<file path="config.mk">
export PLATFORM = sky130hd
export DESIGN_NAME = pipe_trace_monitor
export DESIGN_NICKNAME = d
export VERILOG_FILES = /design/src/rtl/trace_pkg.sv /design/src/rtl/trace_fifo.sv /design/src/rtl/pipe_trace_monitor.sv
export SDC_FILE = /design/constraint.sdc
export NUM_CORES = 1
export LEC_CHECK = 0
export BUFFER_PORTS_ARGS = -buffer_cell sky130_fd_sc_hd__buf_2
export CELL_PAD_IN_SITES_DETAIL_PLACEMENT = 0
export CELL_PAD_IN_SITES_GLOBAL_PLACEMENT = 1
export CORE_UTILIZATION = 40
export CTS_CLUSTER_SIZE = 14
export DETAILED_ROUTE_END_ITERATION = 8
export PLACE_DENSITY_LB_ADDON = 0.05
export SYNTH_ARGS = -nofsm -noshare
export SYNTH_HDL_FRONTEND = slang
export SYNTH_SLANG_ARGS = --single-unit
</file>
<file path="constraint.sdc">
create_clock -name clk -period 5.9 [get_ports clk]
set_input_delay 0.59 -clock clk [delete_from_list [all_inputs] [get_ports clk]]
set_output_delay 0.59 -clock clk [all_outputs]
set_load 0.02 [all_outputs]
</file>
<file path="src/rtl/trace_pkg.sv">
// Shared types and constants for the pipeline trace monitor.
package trace_pkg;

  typedef enum logic [1:0] {
    StIdle   = 2'd0,
    StRun    = 2'd1,
    StHalted = 2'd2
  } state_t;

  localparam int unsigned RD_W = 5;
  localparam logic [RD_W-1:0] X0_IDX = 5'd0;

  // A trace entry is {rd, data}.
  function automatic int unsigned entry_w(input int unsigned xlen);
    return xlen + RD_W;
  endfunction

endpackage

</file>
<file path="src/rtl/trace_fifo.sv">
// Circular trace buffer: overwrite-oldest on full, separate occupancy count, sticky overflow.
module trace_fifo #(
  parameter int unsigned WIDTH = 69,
  parameter int unsigned DEPTH = 16
) (
  input  logic                     clk,
  input  logic                     reset,
  input  logic                     clear,
  input  logic                     push,
  input  logic [WIDTH-1:0]         push_data,
  input  logic                     pop,
  output logic                     head_valid,
  output logic [WIDTH-1:0]         head_data,
  output logic [$clog2(DEPTH):0]   count,
  output logic                     overflow
);

  localparam int unsigned PtrW = $clog2(DEPTH);
  localparam int unsigned CntW = PtrW + 1;

  logic [WIDTH-1:0] mem_q [DEPTH];
  logic [PtrW-1:0]  wr_ptr_q, rd_ptr_q;
  logic [CntW-1:0]  count_q;
  logic             overflow_q;
  logic             full, do_pop, adv_rd;

  assign full   = (count_q == CntW'(DEPTH));
  assign do_pop = pop && (count_q != '0);
  // Read pointer also moves when a push displaces the oldest entry.
  assign adv_rd = do_pop || (push && full);

  always_ff @(posedge clk) begin
    if (push) mem_q[wr_ptr_q] <= push_data;
  end

  always_ff @(posedge clk or posedge reset) begin
    if (reset) begin
      wr_ptr_q   <= '0;
      rd_ptr_q   <= '0;
      count_q    <= '0;
      overflow_q <= 1'b0;
    end else if (clear) begin
      wr_ptr_q   <= '0;
      rd_ptr_q   <= '0;
      count_q    <= '0;
      overflow_q <= 1'b0;
    end else begin
      if (push)   wr_ptr_q <= wr_ptr_q + PtrW'(1);
      if (adv_rd) rd_ptr_q <= rd_ptr_q + PtrW'(1);
      if (push && !full && !do_pop)  count_q <= count_q + CntW'(1);
      else if (do_pop && !push)      count_q <= count_q - CntW'(1);
      if (push && full && !do_pop) overflow_q <= 1'b1;
    end
  end

  assign head_valid = (count_q != '0);
  // Gated so the head reads as zero while empty, including straight after reset.
  assign head_data  = head_valid ? mem_q[rd_ptr_q] : '0;
  assign count      = count_q;
  assign overflow   = overflow_q;

endmodule

</file>
<file path="src/rtl/pipe_trace_monitor.sv">
// Execution monitor: run/halt FSM, PC-stuck halt detector, cycle/retire counters and
// a trace buffer of architectural register writes.
module pipe_trace_monitor
  import trace_pkg::*;
#(
  parameter int unsigned XLEN        = 64,
  parameter int unsigned DEPTH       = 16,
  parameter int unsigned HALT_CYCLES = 8,
  parameter int unsigned CNT_W       = 32
) (
  input  logic                   clk,
  input  logic                   reset,
  input  logic                   clear,
  input  logic                   en,
  input  logic [XLEN-1:0]        pc,
  input  logic                   wb_valid,
  input  logic [4:0]             wb_rd,
  input  logic [XLEN-1:0]        wb_data,
  input  logic                   pop,
  output logic                   trace_valid,
  output logic [4:0]             trace_rd,
  output logic [XLEN-1:0]        trace_data,
  output logic [$clog2(DEPTH):0] trace_count,
  output logic                   overflow,
  output logic [CNT_W-1:0]       cycle_cnt,
  output logic [CNT_W-1:0]       retire_cnt,
  output logic                   halted
);

  localparam int unsigned EntryW  = entry_w(XLEN);
  localparam int unsigned StableW = $clog2(HALT_CYCLES + 1);
  localparam logic [StableW-1:0] StableMax = StableW'(HALT_CYCLES);

  state_t               state_q, state_d;
  logic [XLEN-1:0]      pc_prev_q;
  logic [StableW-1:0]   stable_q, stable_d;
  logic [CNT_W-1:0]     cycle_q, retire_q;
  logic                 in_run, pc_same, push;
  logic [EntryW-1:0]    head_entry;

  assign in_run  = (state_q == StRun);
  assign pc_same = (pc == pc_prev_q);

  always_comb begin
    state_d  = state_q;
    stable_d = '0;
    if (in_run && pc_same) begin
      stable_d = (stable_q == StableMax) ? stable_q : stable_q + StableW'(1);
    end
    unique case (state_q)
      StIdle:   if (en) state_d = StRun;
      StRun: begin
        if (!en)                         state_d = StIdle;
        else if (stable_d == StableMax)  state_d = StHalted;
      end
      StHalted: begin
        if (!en)          state_d = StIdle;
        else if (!pc_same) state_d = StRun;
      end
      default:  state_d = StIdle;
    endcase
    if (clear) begin
      state_d  = StIdle;
      stable_d = '0;
    end
  end

  always_ff @(posedge clk or posedge reset) begin
    if (reset) begin
      state_q   <= StIdle;
      pc_prev_q <= '0;
      stable_q  <= '0;
      cycle_q   <= '0;
      retire_q  <= '0;
    end else begin
      state_q   <= state_d;
      pc_prev_q <= pc;
      stable_q  <= stable_d;
      if (clear) begin
        cycle_q  <= '0;
        retire_q <= '0;
      end else if (in_run) begin
        if (cycle_q != '1)                retire_q <= retire_q;
        if (cycle_q != '1)                cycle_q  <= cycle_q + CNT_W'(1);
        if (wb_valid && (retire_q != '1)) retire_q <= retire_q + CNT_W'(1);
      end
    end
  end

  assign push = in_run && !clear && wb_valid && (wb_rd != X0_IDX);

  trace_fifo #(
    .WIDTH (EntryW),
    .DEPTH (DEPTH)
  ) u_fifo (
    .clk        (clk),
    .reset      (reset),
    .clear      (clear),
    .push       (push),
    .push_data  ({wb_rd, wb_data}),
    .pop        (pop),
    .head_valid (trace_valid),
    .head_data  (head_entry),
    .count      (trace_count),
    .overflow   (overflow)
  );

  assign trace_rd   = head_entry[XLEN +: 5];
  assign trace_data = head_entry[XLEN-1:0];
  assign cycle_cnt  = cycle_q;
  assign retire_cnt = retire_q;
  assign halted     = (state_q == StHalted);

endmodule

</file>
# == Word level (Yosys, flattened, before mapping) ==
# Memories as Yosys holds them, arrays and structs flattened.
# Cells that the tools add are included.
# totals
regBits,148
mem_bits_rw,1104
memories,1
# mem_list
name,words,width,read_ports,rd_clocked_by_memory_dff,write_ports,line_no,source
u_fifo.mem_q,16,69,1,0,1,trace_fifo.sv:21,logic [WIDTH-1:0] mem_q [DEPTH];
# classes
n_reduce_logical,29
n_eq_ne,11
n_mux,28
addsub,7
# op_table
op,count
two-way mux 32 bit,6
two-way mux 69 bit,1
"adder 32 x 1 -> 32 bit, second input constant",2
== test 64 bit,1
"inequality test 32 bit, second input constant",2
two-way mux 4 bit,7
two-way mux 5 bit,3
"adder 4 x 1 -> 4 bit, second input constant",3
two-way mux 2 bit,6
nonzero test 2 bit,6
logical AND 1 bit,11
nonzero test 5 bit,2
"== test 4 bit, second input constant",2
case mux 2 bit (3 select lines),1
"adder 5 x 1 -> 5 bit, second input constant",1
"== test 5 bit, second input constant",1
"subtractor 5 x 1 -> 5 bit, second input constant",1
zero test 1 bit,4
two-way mux 1 bit,4
"inequality test 4 x 3 -> 1 bit, second input constant",1
"inequality test 4 bit, second input constant",1
AND reduction 2 bit,2
"inequality test 3 bit, second input constant",1
AND reduction 3 bit,1
5 further kinds,5

# == Depth between registers and ports, before layout ==
# depth
depth_word,9
ltp_mapped,11

# == Hierarchy ==
# Synthesis repeated with hierarchy kept, for this count alone.
# unflattened
cells_unflattened,2560
area_unflattened_um2,49555.0
# by_module_without_submodules
module,n_inst,seq_area_each_um2,cells_each,area_each_um2
trace_fifo,1,33502.1,2007,43455.4
pipe_trace_monitor,1,3353.2,553,6099.6

# == Worst setup path before layout ==
# No wires, ideal clock.
# synth_timing
path_type,input to register
from,input clear
to,memory u_fifo.mem_q[4][0] (enable)
arrival_time_ps,3038
setup_slack_ps,2427
cell_stages,6
required_time_ps,5465
cell_sequence,nor3b_2 -> o211a_1 -> buf_2 -> nand2_1 -> nor2_1 -> and2_1
# synth_between
elab_chain_cells,6
# synth_lines
element,line_no,source
start: declaration,pipe_trace_monitor.sv:13,"input logic clear,"
zero test 1 bit,pipe_trace_monitor.sv:90,assign push = in_run && !clear && wb_valid && (wb_rd != X0_IDX);
logical AND 1 bit (3 in series),pipe_trace_monitor.sv:90,
two-way mux 1 bit,trace_fifo.sv:33,if (push) mem_q[wr_ptr_q] <= push_data;
two-way mux 1 bit (not written as such),trace_fifo.sv:33,
end: declaration,trace_fifo.sv:21,
# No other way between the ends.

# == Worst setup path after layout ==
# layout_timing
from,register u_fifo.rd_ptr_q[0]
to,output trace_data[38]
# layout_between
elab_chain_cells,2
# layout_lines
element,line_no,source
start: declaration,trace_fifo.sv:22,"logic [PtrW-1:0] wr_ptr_q, rd_ptr_q;"
start signal: assignment,trace_fifo.sv:49,if (adv_rd) rd_ptr_q <= rd_ptr_q + PtrW'(1);
memory (16 x 69 bit),-,
two-way mux 69 bit,trace_fifo.sv:58,assign head_data = head_valid ? mem_q[rd_ptr_q] : '0;
end: declaration,pipe_trace_monitor.sv:22,"output logic [XLEN-1:0] trace_data,"
# No other way between the ends.

==> flow_metrics.env <==
export IMPL_htreeDepth=4
export IMPL_synth_seq_cells=1252
export IMPL_syn_area_per_cell_um2=21.63
export IMPL_syn_cell_area_um2=48950
export IMPL_synthArstFlopShare_pct=11.82
export IMPL_critical_path_class="flip-flop to output pin"
export IMPL_drt_wirelength_per_cell_um=27.33
export IMPL_timing_rr_start="state_q[1]"
export IMPL_period_share_pct=75.26
export IMPL_worstPathArrival_ns=3.85
export IMPL_hold_viol=0
export IMPL_multi_input_area_um2=11500
export IMPL_final_cell_mix="edfxtp_1, mux4_2, buf_2"
export IMPL_cts_setup_buffers=0
export IMPL_worstMarginPinSlew_ns=1.034
export IMPL_post_dp_hpwl_mm=63.70
export IMPL_grt_pass1_vias=25770
export IMPL_crit_top_cell="mux4_2"
export IMPL_gp_congestion=0.7469
export IMPL_crit_family="multiplexers"
export IMPL_yosysUniqueCellTypes=59
export IMPL_slew_viol_final=0
export IMPL_port_buffers=279
export IMPL_grt_overflow_total=0
export IMPL_drt_wl_total_mm=120.8
export IMPL_setup_slack_ns=1.460
export IMPL_cts_tree="done"
export IMPL_cts_sinks=1252
export IMPL_ir_drop_v=0.0002699
export IMPL_nets=2843
export IMPL_cp_required_ns=5.31
export IMPL_outcome="completed"
export IMPL_yosys_warnings=0
export IMPL_drc=0
export IMPL_maxCapViolations=0
export IMPL_ant_nets=0
export IMPL_crit_path_start="u_fifo.rd_ptr_q[0]"
export IMPL_synth_ff_type="edfxtp_1"
export IMPL_fin_worst_skew_ns=0.01791
export IMPL_cts_root_buffer="clkbuf_16"
export IMPL_clockBufferDepth=3
export IMPL_cts_clk_slew_worst_paths_ns=0.06
export IMPL_syn_inst=2263
export IMPL_die_x_um=351.8
export IMPL_worst_path_buf_inv=2
export IMPL_io_pins=280
export IMPL_syn_nets=2415
export IMPL_placedInstanceArea_um2=52340
export IMPL_post_cts_resized=0
export IMPL_ys_seq_area_share_pct=75.30
export IMPL_num_vias=23720
export IMPL_core_area_um2=120600
export IMPL_slew_headroom_pct=31.03
export IMPL_clock_latency_ns=0.73
export IMPL_grt_max_degree=104
export IMPL_period_needed_ns=4.440
export IMPL_vias_per_cell=5.364
export IMPL_cp_depth=5
export IMPL_leakage_nw=18.95
export IMPL_hold_buffers=64
export IMPL_crit_end="trace_data[38]"
export IMPL_rr_worst_depth=6
export IMPL_r2r_end="u_fifo.mem_q[4][39]"
export IMPL_grtUsageTotal_pct=19.93
export IMPL_rsz0062_at_grt="false"
export IMPL_antenna_found_initial=19
export IMPL_dr_pass1_iters=4
export IMPL_start_util_pct=40.58
export IMPL_crit_chain="buf_4 > mux4_2 > mux4_2 > and2_1 > buf_2"
export IMPL_pwr_density_cell_nw_per_um2=393.4
export IMPL_slowest_stage="dfrtp_4"
export IMPL_grt_pass1_wl_mm=176.3
export IMPL_pre_cts_slack_ns=2.094
export IMPL_end_kind="output pin"
export IMPL_drtIter0Drc=1830
export IMPL_finish_instance_area_um2=57540
export IMPL_cts_buffers=138
export IMPL_total_power_mw=22.63
export IMPL_fmax_mhz=225.2
export IMPL_rrSetupSlack_ns=2.57
export IMPL_dieHeight_um=351.8
export IMPL_fin_setup_tns_ns=0
export IMPL_drive_above_1_share_pct=32.48
export IMPL_cpPeakStageDelay_ns=1.04
export IMPL_layout_commonest_cell="edfxtp_1"
export IMPL_start_kind="flip-flop"
export IMPL_crit_path_max_fanout=42
export IMPL_regArea_um2=36870
export IMPL_row_count=127
export IMPL_synth_edf_count=1104
export IMPL_setup_violations=0
export IMPL_syn_to_final_growth_pct=17.56
export IMPL_dieArea_um2=123800
export IMPL_num_fill_cells=10020
export IMPL_min_path_type="input pin to async pin"
cell type report:
| type | instances | share of cell area, % |
|---|---|---|
| diodes | 7 | 0.03044 |
| clock buffers | 176 | 6.667 |
| clock inverters | 75 | 1.222 |
| inverters | 12 | 0.08698 |
| multi-input cells | 895 | 19.99 |
| flip-flops and latches | 1252 | 64.08 |
| well taps | 1612 | 3.505 |
| repair buffers | 392 | 4.419 |
registers in the layout, summed over array words and instances (netlist names):
signal / cells
u_fifo.mem_q: 1104
pc_prev_q: 64
cycle_cnt: 32
retire_cnt: 32
u_fifo.count: 5
stable_q: 4
u_fifo.rd_ptr_q: 4
u_fifo.wr_ptr_q: 4
state_q: 2
u_fifo.overflow: 1
cells by family after synthesis:
group / after synthesis / share of synthesized area (%)
flip-flops: 1252 / 75.30
AND/OR/NAND/NOR: 363 / 4.213
multiplexers: 349 / 15.96
XOR/XNOR: 130 / 2.326
buffers and inverters: 116 / 1.319
AO/OA/AOI/OAI: 40 / 0.5394
adder cells (fa/ha/maj): 13 / 0.3477
worst register-to-register path: stages (launching register included):
cell     delay [ns]
dfrtp_1        0.43
nor3b_2        0.38
o211a_1        0.44
nand2_1        0.10
nor2_1         0.23
and2_4         0.77
buf_4          0.60
synthesized netlist by cell type (25+ instances only):
cell type | n | area, µm²
and2_1 | 85 | 531.8
xor2_1 | 91 | 797.0
buf_6 | 25 | 281.5
clkbuf_1 | 48 | 180.2
nor2_1 | 76 | 285.3
edfxtp_1 | 1104 | 33150
mux4_2 | 345 | 7770
nand2_1 | 30 | 112.6
xnor2_1 | 39 | 341.6
dfrtp_1 | 148 | 3704
nand3_1 | 33 | 165.2
per-layer routing:
metal / global-route usage [%] / wire length, µm / share of wire (%) / up-vias
met4: 5.022 / 2340 / 1.9 / 16
met1: 26.39 / 50910 / 42 / 12780
met2: 33.43 / 60990 / 50 / 549
met3: 4.351 / 6515 / 5.4 / 174
met5: 0 / 96 / 0.079 / -
li1: - / - / - / 10200
where the power goes:
group | internal (mW) | total, mW | leakage [nW] | switching, mW
Combinational | 2.02 | 4.17 | 4.90 | 2.14
Clock | 5.12 | 8.58 | 2.22 | 3.47
Sequential | 9.70 | 9.88 | 11.8 | 0.184
per-stage QoR:
step           utilization [%]  cells  hold slack (ns)
3_3_place_gp             43.40   4099           0.4908
2_1_floorplan                -   2263           0.4806
6_report                 47.71   4421          0.07796
5_1_grt                  47.69   4414          0.08574
4_1_cts                  47.69   4414          0.05719
3_5_place_dp             43.40   4099           0.5008
worst min-delay path by stage:
stage                               start         endpoint
after floorplan                state_q[0]       state_q[0]
after global placement    u_fifo.overflow  u_fifo.overflow
after detailed placement  u_fifo.overflow  u_fifo.overflow
after CTS                              en       state_q[0]
after global routing                   en       state_q[1]
final                               reset    pc_prev_q[15]
(Power assumes the default switching activity.)
